$ cat config.mk
export PLATFORM = sky130hd
export DESIGN_NAME = cam_capture
export DESIGN_NICKNAME = d
export VERILOG_FILES = /design/src/rtl/cam_capture.sv
export SDC_FILE = /design/constraint.sdc
export NUM_CORES = 1
export LEC_CHECK = 0
export ABC_AREA = 1
export CELL_PAD_IN_SITES_DETAIL_PLACEMENT = 0
export CELL_PAD_IN_SITES_GLOBAL_PLACEMENT = 1
export CORE_UTILIZATION = 44
export DETAILED_ROUTE_END_ITERATION = 8
export GPL_TIMING_DRIVEN = 0
export PLACE_DENSITY = 0.91
export SYNTH_ARGS = -nofsm -noshare
export SYNTH_HDL_FRONTEND = slang
export SYNTH_SLANG_ARGS = --single-unit
$ cat constraint.sdc
create_clock -name clk -period 2.9 [get_ports clk]
set_clock_uncertainty 0.1 [all_clocks]
set_input_delay 0.29 -clock clk [delete_from_list [all_inputs] [get_ports clk]]
set_output_delay 0.29 -clock clk [all_outputs]
set_load 0.02 [all_outputs]
$ cat src/rtl/cam_capture.sv
`default_nettype none
// ----------------------------------------------------------------------------
// cam_capture: RGB565 camera byte stream to RGB111 frame-buffer writes
// Revision 1.0
// ----------------------------------------------------------------------------
module cam_capture #(
  parameter int CAM_SCREEN_X = 256,
  parameter int CAM_SCREEN_Y = 256,
  parameter int AW           = 16,
  parameter int DW           = 3
) (
  input  logic          clk,
  input  logic          rst,
  input  logic          cam_pclk,
  input  logic          cam_vsync,
  input  logic          cam_href,
  input  logic [7:0]    cam_data,
  output logic [AW-1:0] DP_RAM_addr_in,
  output logic [DW-1:0] DP_RAM_data_in,
  output logic          DP_RAM_regW,
  output logic          frame_done
);

  localparam int            CW       = $clog2(CAM_SCREEN_X + 1);
  localparam logic [CW-1:0] COL_MAX  = CW'(CAM_SCREEN_X);
  localparam logic [AW-1:0] ADDR_MAX = AW'(CAM_SCREEN_X * CAM_SCREEN_Y - 1);

  localparam logic [1:0] S_IDLE       = 2'd0;
  localparam logic [1:0] S_WAIT_FRAME = 2'd1;
  localparam logic [1:0] S_BYTE_HI    = 2'd2;
  localparam logic [1:0] S_BYTE_LO    = 2'd3;

  logic [10:0]   sync1_q, sync1_d, sync2_q, sync2_d;
  logic          pclk_prev_q, pclk_prev_d;
  logic          rise_q, rise_d;
  logic [9:0]    smp_q, smp_d;
  logic [1:0]    state_q, state_d;
  logic          vs_prev_q, vs_prev_d;
  logic          hr_prev_q, hr_prev_d;
  logic          r_q, r_d, g_q, g_d;
  logic [CW-1:0] col_q, col_d;
  logic [AW-1:0] addr_q, addr_d;
  logic [DW-1:0] data_q, data_d;
  logic          regw_q, regw_d;
  logic          done_q, done_d;
  logic          wrote_q, wrote_d;
  logic          full_q, full_d;

  logic vs, hr;
  logic unused_bits;

  // The rise event and the sampled bus travel through one extra stage together,
  // so href/vsync/data seen on a rise always belong to that pclk edge.
  assign vs          = smp_q[9];
  assign hr          = smp_q[8];
  assign unused_bits = ^{smp_q[6:5], smp_q[3], smp_q[1:0]};

  always_comb begin
    sync1_d     = {cam_pclk, cam_vsync, cam_href, cam_data};
    sync2_d     = sync1_q;
    pclk_prev_d = sync2_q[10];
    rise_d      = sync2_q[10] & ~pclk_prev_q;
    smp_d       = sync2_q[9:0];

    state_d   = state_q;
    vs_prev_d = vs_prev_q;
    hr_prev_d = hr_prev_q;
    r_d       = r_q;
    g_d       = g_q;
    col_d     = col_q;
    addr_d    = addr_q;
    data_d    = data_q;
    regw_d    = 1'b0;
    done_d    = 1'b0;
    wrote_d   = wrote_q;
    full_d    = full_q;

    // Address advances after the write it belonged to; the last slot latches full.
    if (regw_q) begin
      if (addr_q == ADDR_MAX) full_d = 1'b1;
      else                    addr_d = addr_q + AW'(1);
    end

    if (rise_q) begin
      vs_prev_d = vs;
      hr_prev_d = hr;
      if (hr_prev_q && !hr) col_d = '0;
      case (state_q)
        S_IDLE: begin
          if (vs) state_d = S_WAIT_FRAME;
        end
        S_WAIT_FRAME: begin
          if (vs_prev_q && !vs) begin
            addr_d  = '0;
            col_d   = '0;
            full_d  = 1'b0;
            wrote_d = 1'b0;
            state_d = S_BYTE_HI;
          end
        end
        default: begin
          if (vs && !vs_prev_q) begin
            done_d  = wrote_q;
            state_d = S_WAIT_FRAME;
          end else if (!hr) begin
            state_d = S_BYTE_HI;
          end else if (state_q == S_BYTE_HI) begin
            r_d     = smp_q[7];
            g_d     = smp_q[2];
            state_d = S_BYTE_LO;
          end else begin
            state_d = S_BYTE_HI;
            if (col_q < COL_MAX) begin
              col_d = col_q + CW'(1);
              if (!full_q) begin
                regw_d  = 1'b1;
                data_d  = DW'({r_q, g_q, smp_q[4]});
                wrote_d = 1'b1;
              end
            end
          end
        end
      endcase
    end
  end

  always_ff @(posedge clk or posedge rst) begin
    if (rst) begin
      sync1_q     <= '0;
      sync2_q     <= '0;
      pclk_prev_q <= 1'b0;
      rise_q      <= 1'b0;
      smp_q       <= '0;
      state_q     <= S_IDLE;
      vs_prev_q   <= 1'b0;
      hr_prev_q   <= 1'b0;
      r_q         <= 1'b0;
      g_q         <= 1'b0;
      col_q       <= '0;
      addr_q      <= '0;
      data_q      <= '0;
      regw_q      <= 1'b0;
      done_q      <= 1'b0;
      wrote_q     <= 1'b0;
      full_q      <= 1'b0;
    end else begin
      sync1_q     <= sync1_d;
      sync2_q     <= sync2_d;
      pclk_prev_q <= pclk_prev_d;
      rise_q      <= rise_d;
      smp_q       <= smp_d;
      state_q     <= state_d;
      vs_prev_q   <= vs_prev_d;
      hr_prev_q   <= hr_prev_d;
      r_q         <= r_d;
      g_q         <= g_d;
      col_q       <= col_d;
      addr_q      <= addr_d;
      data_q      <= data_d;
      regw_q      <= regw_d;
      done_q      <= done_d;
      wrote_q     <= wrote_d;
      full_q      <= full_d;
    end
  end

  assign DP_RAM_addr_in = addr_q;
  assign DP_RAM_data_in = data_q;
  assign DP_RAM_regW    = regw_q;
  assign frame_done     = done_q;

endmodule
`default_nettype wire

Word level (Yosys, flattened, before mapping)
Cells that the tools add are included.

operators by class
  $add $sub $neg = 2
  multipliers = 0
  div/mod/pow operators = 0
  order comparisons = 1
  equality and inequality tests = 8
  shifts and indexed selects = 0
  mux-type cells = 40
  bitwise operators = 7
  reductions and logical operators = 14

operator list
  kind                     number
  $mux W16                 5
  $mux W9                  6
  $mux W1                  23
  $pmux W9 S2              1
  $add A16 B1 Y16 const B  1
  $eq A16 B16 Y1 const B   1
  $add A9 B1 Y9 const B    1
  $lt A9 B9 Y1 const B     1
  $reduce_and A8 Y1        1
  $reduce_and A7 Y1        1
  $mux W2                  3
  $ne A2 B1 Y1 const B     3
  $not A1 Y1               6
  $reduce_and A5 Y1        1
  $ne A2 B2 Y1 const B     2
  $pmux W2 S2              1
  $reduce_bool A2 Y1       2
  $logic_and A1 B1 Y1      3
  $logic_not A1 Y1         3
  $reduce_and A3 Y1        1
  $eq A2 B1 Y1 const B     1
  $eq A2 B2 Y1 const B     1
  $logic_not A2 Y1         1
  $pmux W1 S2              1
  2 further kinds          2

word-level totals
  bits in registers = 72
  latch bits = 0
  bits in writable memories = 0
  memory bits (read-only) = 0
  input bits = 13
  output and inout bits = 21
  word-level logic and storage cells = 89
  memories = 0

Logic depth before layout (Yosys ltp)
  depth in word-level cells = 8
  gate-level depth with buffers = 10
  mapped depth without buffers = 10

Least setup slack after synthesis
OpenSTA, ideal clock, no wires.

  path kind = flip-flop to flip-flop
  start point = reg addr_q[1], in the netlist DP_RAM_addr_in[1]
  end point = reg addr_q[14], in the netlist DP_RAM_addr_in[14]
  data arrival time = 1.445 ns
  path slack = 1.234 ns
  stages on the path, launching flop included = 9
  buffers on the path = 0
  period minus slack after synthesis = 1.666 ns
  cell sequence = dfrtp_1 ha_1 nand2_1 nor2_2 nand2_2 nor2_2 nand2_1 o21ai_0 nor2_1

between the ends
  word-level cells in the longest chain between the ends = 6
  elaborated cells on any way between the ends = 7
  classes of those cells = 1 x add/sub; 1 x eq/ne; 5 x mux

ends and longest elaborated chain
  what                                                      RTL line  RTL
  from (decl)                                               42        logic [AW-1:0] addr_q, addr_d;
  from (signal assigned)                                    158       addr_q <= addr_d;
  $add A16 B1 Y16 / $eq A16 B16 Y1 (equally long branches)  81, 80
  $mux W16 *                                                80        if (addr_q == ADDR_MAX) full_d = 1'b1;
  $mux W16 *                                                79        if (regw_q) begin
  $mux W16                                                  93        if (vs_prev_q && !vs) begin
  $mux W16                                                  88        case (state_q)
  $mux W16 *                                                84        if (rise_q) begin
  net addr_d[14]                                            42

Mark *: on every way through the listed nets, which the timed path passes. The rest lies on a longest branch.
A chain may end at the register's enable or synchronous reset.

Final worst setup path
  start point = reg addr_q[5], in the netlist DP_RAM_addr_in[5]
  end point = out DP_RAM_addr_in[5]

RTL lines
  what       RTL line  RTL
  to (decl)  18        output logic [AW-1:0] DP_RAM_addr_in,

No word-level cell between the ends.

==> flow_summary.yaml <==
global_route:
  grt_max_degree: 32
  grt_pass1_wl_mm: 10.0
  gr-total-overflow: 0
  grt_pass1_vias: 2124
  grt_use_total: 0.200
  antenna_found_initial: 0
pwr:
  combinationalPowerShare: 0.266
  p_total_mw: 2.65
  p_clk_frac: 0.318
  vdd_drop_max_v: 0.000504
  p_leak_nw: 1.57
  switchingPower_uw: 928
  switching_share: 0.350
  seqPwrFrac: 0.416
  power_density_nw_per_um2: 780
  cellInternalPower_mw: 1.72
detailed_routing:
  wl_mm: 5.73
  route.vias.total: 2299
  firstDrtPassIters: 4
  routedWlPerCell_um: 12.3
  dr.first_iter.drc_count: 159
  drcViolationCount: 0
  ant_nets: 0
  vias_per_cell: 4.94
sta:
  min_period_ps: 1860
  tns_ps: 0
  rsz0062_at_grt: "false"
  slew_violations: 0
  worstMarginPinSlew_ps: 645
  finalCritPeriodShare: 0.641
  maxSlewHeadroom: 0.570
  setup_violations: 0
  fmaxAchievable_mhz: 538
  hold_viol_final: 0
setup_path:
  critical_path_class: "flip-flop to output pin"
  crit_family: "buffers and inverters"
  critPathMaxStageDelay_ps: 660
  path_cells: "clkdlybuf4s50_1"
  cp_slowest_cell: "clkdlybuf4s50_1"
  critPathLaunchType: "flip-flop"
  path_max_fanout: 7
  worstPathRequired_ps: 2510
  r2r_cells: 9
  cp.arrival_ps: 1470
  crit_cells: 1
  cp-end-kind: "output pin"
  worst-path-buf-inv: 1
logic_synthesis:
  yosys.area.top_type: "dfrtp_1"
  ys_types: 31
  syn_area_um2: 2780
  synth_area_leaders: "dfrtp_1 51%, nand2_1 14%, nand3_1 5.2%"
  synth_edf_count: 0
  synth.net_count: 360
  ys_warn_count: 0
  syn_inst: 345
  yosys.area.top_type_share: 0.514
  synthArstFlopShare: 1.00
  syn_area_per_cell_um2: 8.04
  ys_seq_area_frac: 0.514
  synth_seq_cells: 57
  ys.flop_type: "dfrtp_1"
floorplanning:
  fp.dieW_um: 81.4
  fp.dieArea_um2: 6630
  num_rows: 28
  core_area_um2: 5990
  num_io_pins: 34
  start_util: 0.463
  die_h_um: 81.4
clock_tree:
  cts-htree-levels: 3
  cts_setup_buffers: 0
  clock_latency_ps: 330
  clock_sinks: 57
  tritoncts: "done"
  root_buffer: "clkbuf_8"
  cts_hold_buffers: 0
  clk_pin_slew_worst_paths_ps: 70
  clk_path_buf_depth: 2
  numCtsBuffers: 9
  cts_resized: 0
final_layout:
  drive_above_1_share: 0.113
  design_area_um2: 3400
  diodes: 0
  syn2layout_area_growth_pct: 22.4
  final_nets: 400
flow_run:
  drv_cap: 0
run_status:
  status: "finished clean"
worst_hold_path:
  whs_path_depth: 0
  hold_class: "flip-flop to flip-flop"
placement:
  hpwl_mm: 4.13
  routabilityCongestion: 0.844
  port_buffers: 28
  place_area_um2: 3170
-- routing by layer --
metal | share of wire | track usage | wire, µm | vias up
li1 | - | - | - | 1186
met1 | 0.50 | 0.287 | 2860 | 1067
met2 | 0.46 | 0.302 | 2620 | 38
met3 | 0.032 | 0.0400 | 185 | 8
met4 | 0.011 | 0.0643 | 63 | 0
met5 | 0 | 0 | 0 | -
-- layout by cell type (no fill, tap or decap), drive strengths merged --
| cell | Yosys | layout |
|---|---|---|
| buf | 4 | 5 |
| o211ai | 2 | 2 |
| clkbuf | 1 | 10 |
| inv | 41 | 42 |
| ha | 2 | 2 |
| xor2 | 1 | 1 |
| nor3 | 6 | 6 |
| nand4 | 6 | 6 |
| o21a | 1 | 1 |
| nor2 | 48 | 48 |
| dfrtp | 57 | 57 |
| nor4 | 1 | 1 |
| nand2 | 105 | 105 |
| o21ai | 22 | 22 |
| nand3b | 5 | 5 |
| a21oi | 11 | 11 |
| clkdlybuf4s50 | 0 | 28 |
| clkinv | 1 | 5 |
| o31ai | 1 | 1 |
| bufinv | 0 | 2 |
| nand3 | 30 | 30 |
-- layout make-up --
class / instances / area, µm²
Clock inverter: 7 / 104
Tap cell: 75 / 93.8
Buffer: 5 / 32.5
Inverter: 42 / 161
Multi-Input combinational cell: 241 / 1150
Sequential cell: 57 / 1430
Timing Repair Buffer: 29 / 300
Fill cell: 546 / 2590
Clock buffer: 9 / 124
-- flip-flops by register name (all words and copies together), names as in the netlist --
name / flops
rise_q: 1
frame_done: 1
sync1_q: 6
DP_RAM_regW: 1
col_q: 9
hr_prev_q: 1
DP_RAM_data_in: 3
r_q: 1
pclk_prev_q: 1
vs_prev_q: 1
wrote_q: 1
DP_RAM_addr_in: 16
g_q: 1
full_q: 1
smp_q: 5
state_q: 2
sync2_q: 6
-- cell usage after synthesis, types with 5 or more instances --
cell type and n:
nand4_1 5, nor3_1 6, nor2_1 37, dfrtp_1 57, nand3b_1 5, a21oi_1 11, o21ai_0 20, nand3_1 29
nor2_2 7, nand2_1 100, inv_1 38
-- power groups by stage --
stage	Clock [mW]	Sequential [mW]	Combinational [mW]
6_report	0.843	1.10	0.705
2_1_floorplan	0	1.15	0.420
5_1_grt	0.897	1.13	0.801
3_3_place_gp	0	1.11	0.687
4_1_cts	0.862	1.10	0.711
3_5_place_dp	0	1.12	0.704
-- stage by stage --
stage,setup WS [ps],utilization,std cells,hold WS [ps]
6_report,1040,0.567,465,248
5_1_grt,959,0.567,465,257
4_1_cts,1030,0.567,465,249
3_5_place_dp,1140,0.529,449,236
3_3_place_gp,89.4,0.526,448,233
2_1_floorplan,1110,-,345,221
-- kinds of logic (layout without fill, tap and decap cells) --
logic type / after synthesis / in the layout / share of synthesized area
simple gates: 201 / 201 / 0.334
flops: 57 / 57 / 0.514
buf+inv: 47 / 92 / 0.0699
fa+ha+maj: 2 / 2 / 0.00902
compound gates: 37 / 37 / 0.0703
xor+xnor: 1 / 1 / 0.00316
-- final timing paths --
path	start	end	slack, ps
worst min register to register	sync2_q[8]	smp_q[8]	250
worst max-delay path	DP_RAM_addr_in[5]	DP_RAM_addr_in[5]	1040
worst max register to register	DP_RAM_addr_in[1]	DP_RAM_addr_in[11]	1100
worst min-delay path	sync2_q[8]	smp_q[8]	250
min in group asynchronous	rst	DP_RAM_addr_in[12]	260
max in group asynchronous	rst	col_q[0]	1860
(Power assumes the default switching activity.)
==> RTL edit, RTL diff (same flow settings) <==
The parameter `CAM_SCREEN_Y` goes from 256 to 128.
--- a/src/rtl/cam_capture.sv
+++ b/src/rtl/cam_capture.sv
@@ -5,7 +5,7 @@
 // ----------------------------------------------------------------------------
 module cam_capture #(
   parameter int CAM_SCREEN_X = 256,
-  parameter int CAM_SCREEN_Y = 256,
+  parameter int CAM_SCREEN_Y = 128,
   parameter int AW           = 16,
   parameter int DW           = 3
 ) (
Function: same outputs for any inputs over 10 cycles, from zero or initial values and one cycle with rst high; that may be too few to reach the edited logic, so the function may still have changed.
==> RTL edit against the original RTL <==
Count of clock-buffer cells in the layout is the same; highest routed layer unchanged; die area grew 0.27%; sequential cell count is the same; clock power shrank 2.7%; largest power group unchanged; worst setup slack lost 26 ps; routed wire length is essentially flat; synthesized area grew 0.27%; power shrank 4.1%; hold slack gained 1.2 ps; final area is essentially flat; critical endpoint is now DP_RAM_addr_in[2].
==> RTL edit: results (changes against the original RTL) <==
Synthesis
  – Average instance area after synthesis: 8.26 um2 (+2.7%)
  – Distinct cells, synth: 34 (+9.7%)
  – Post-synth top flop: dfrtp_1
  – Synthesized instance count: 337 (-2.3%)
  – XOR/XNOR Fraction of Synth Area: 0.00315 (-0.00000851)
  – Adder-cell area share of the yosys netlist: 0.00899 (-0.0000243)
  – Sequential element share of the synthesized area: 0.513 (-0.00139)
  – Mux contribution to synthesized area: 0.00360 (+0.00360)
  – Post-synth top cells: nand2_1, dfrtp_1, nor2_1
  – Post-Syn Nets: 352 (-2.2%)
  – Synth top area cells: dfrtp_1, nand2_1, nor2_1, inv_1, nand3_1

GRT
  – Number of global-route vias before repair: 2003 (-5.7%)
  – All-Layer GR Usage: 0.201 (+0.000719)
  – First-pass GRT wire length: 9740 um (-2.6%)

Routing
  – Met2 WL: 2550 um (-2.9%)
  – Violation count after the first detailed-routing iteration: 149 (-6.3%)
  – Post-Route WL: 5730 um (about the same)
  – Uppermost routed layer: met4
  – Routed length on met3: 278 um (+50%)
  – Met1 wire length: 2820 um (-1.3%)
  – Via count: 2322 (+1.0%)
  – Via density: 5.08 (+2.8%)

Timing
  – Slew @ Worst Pin: 653 ps (+8.04 ps)
  – WHS: 249 ps (+1.24 ps)
  – Fmax: 531 MHz (-1.4%)

Layout
  – Buffering overhead: 0.108 (+0.00962)
  – Multi-input combinational cell area: 0.00115 mm2 (-0.22%)
  – ClkCell Share: 0.0645 (-0.00255)
  – Number of non-clock buffers in the layout: 36 (+5.9%)
  – Invs w/o clock: 36 (-14%)
  – Fill count: 583 (+6.8%)
  – Layout cells sized above 1: 0.123 (+0.0102)
  – Layout Nets: 392 (-2.0%)
  – #MultiIn Comb: 237 (-1.7%)

Place
  – Placed wire-length estimate: 4020 um (-2.8%)
  – Cells after DPL: 441 (-1.8%)
  – RePlAce Congestion: 0.876 (+3.7%)
  – Placement Cell Area: 0.00318 mm2 (+0.24%)
  – Pre-CTS setup slack: 1150 ps (+9.37 ps)

Power and ir drop
  – VDD IR-drop max: 0.000525 V (+4.1%)
  – Switching portion of total power: 0.337 (-0.0133)

Hold path
  – Hold worst-path end: smp_q[9]$_DFF_PP0_
  – Hold_sp: sync2_q[9]$_DFF_PP0_

Setup path
  – Worst setup path endpoint: DP_RAM_addr_in[2]
  – WP data arrival: 1490 ps (+20 ps)
  – R2R Path End: DP_RAM_addr_in[6]$_DFF_PP0_
  – Launch point of the worst path: DP_RAM_addr_in[2]$_DFF_PP0_

Run status
  – Status: completed
==> RTL edit: cell count changes after synthesis, sizes merged, moves of 2 or more <==
| cell | delta |
|---|---|
| a21oi | +7 |
| inv | -6 |
| nand3 | -4 |
| nor3 | -3 |
| o21ai | -3 |
| buf | +2 |
| nand2 | -2 |
| nand3b | -2 |
==> RTL edit: power by group through the flow <==
stage,registers [mW],logic (mW),clock network (mW)
6_report,1.08,0.642,0.820
3_5_place_dp,1.09,0.642,0
3_3_place_gp,1.09,0.626,0
4_1_cts,1.08,0.647,0.835
2_1_floorplan,1.13,0.392,0
5_1_grt,1.10,0.716,0.871
==> RTL edit: cells by family after synthesis <==
group,Yosys count
mux,1
simple gates,191
flops,57
xor+xnor,1
compound gates,42
fa+ha+maj,2
buf+inv,43
==> RTL edit: routing by layer <==
metal	global-route usage	vias up
li1	-	1163
met1	0.291	1099
met2	0.280	51
met3	0.0489	9
met4	0.0911	0
met5	0	-
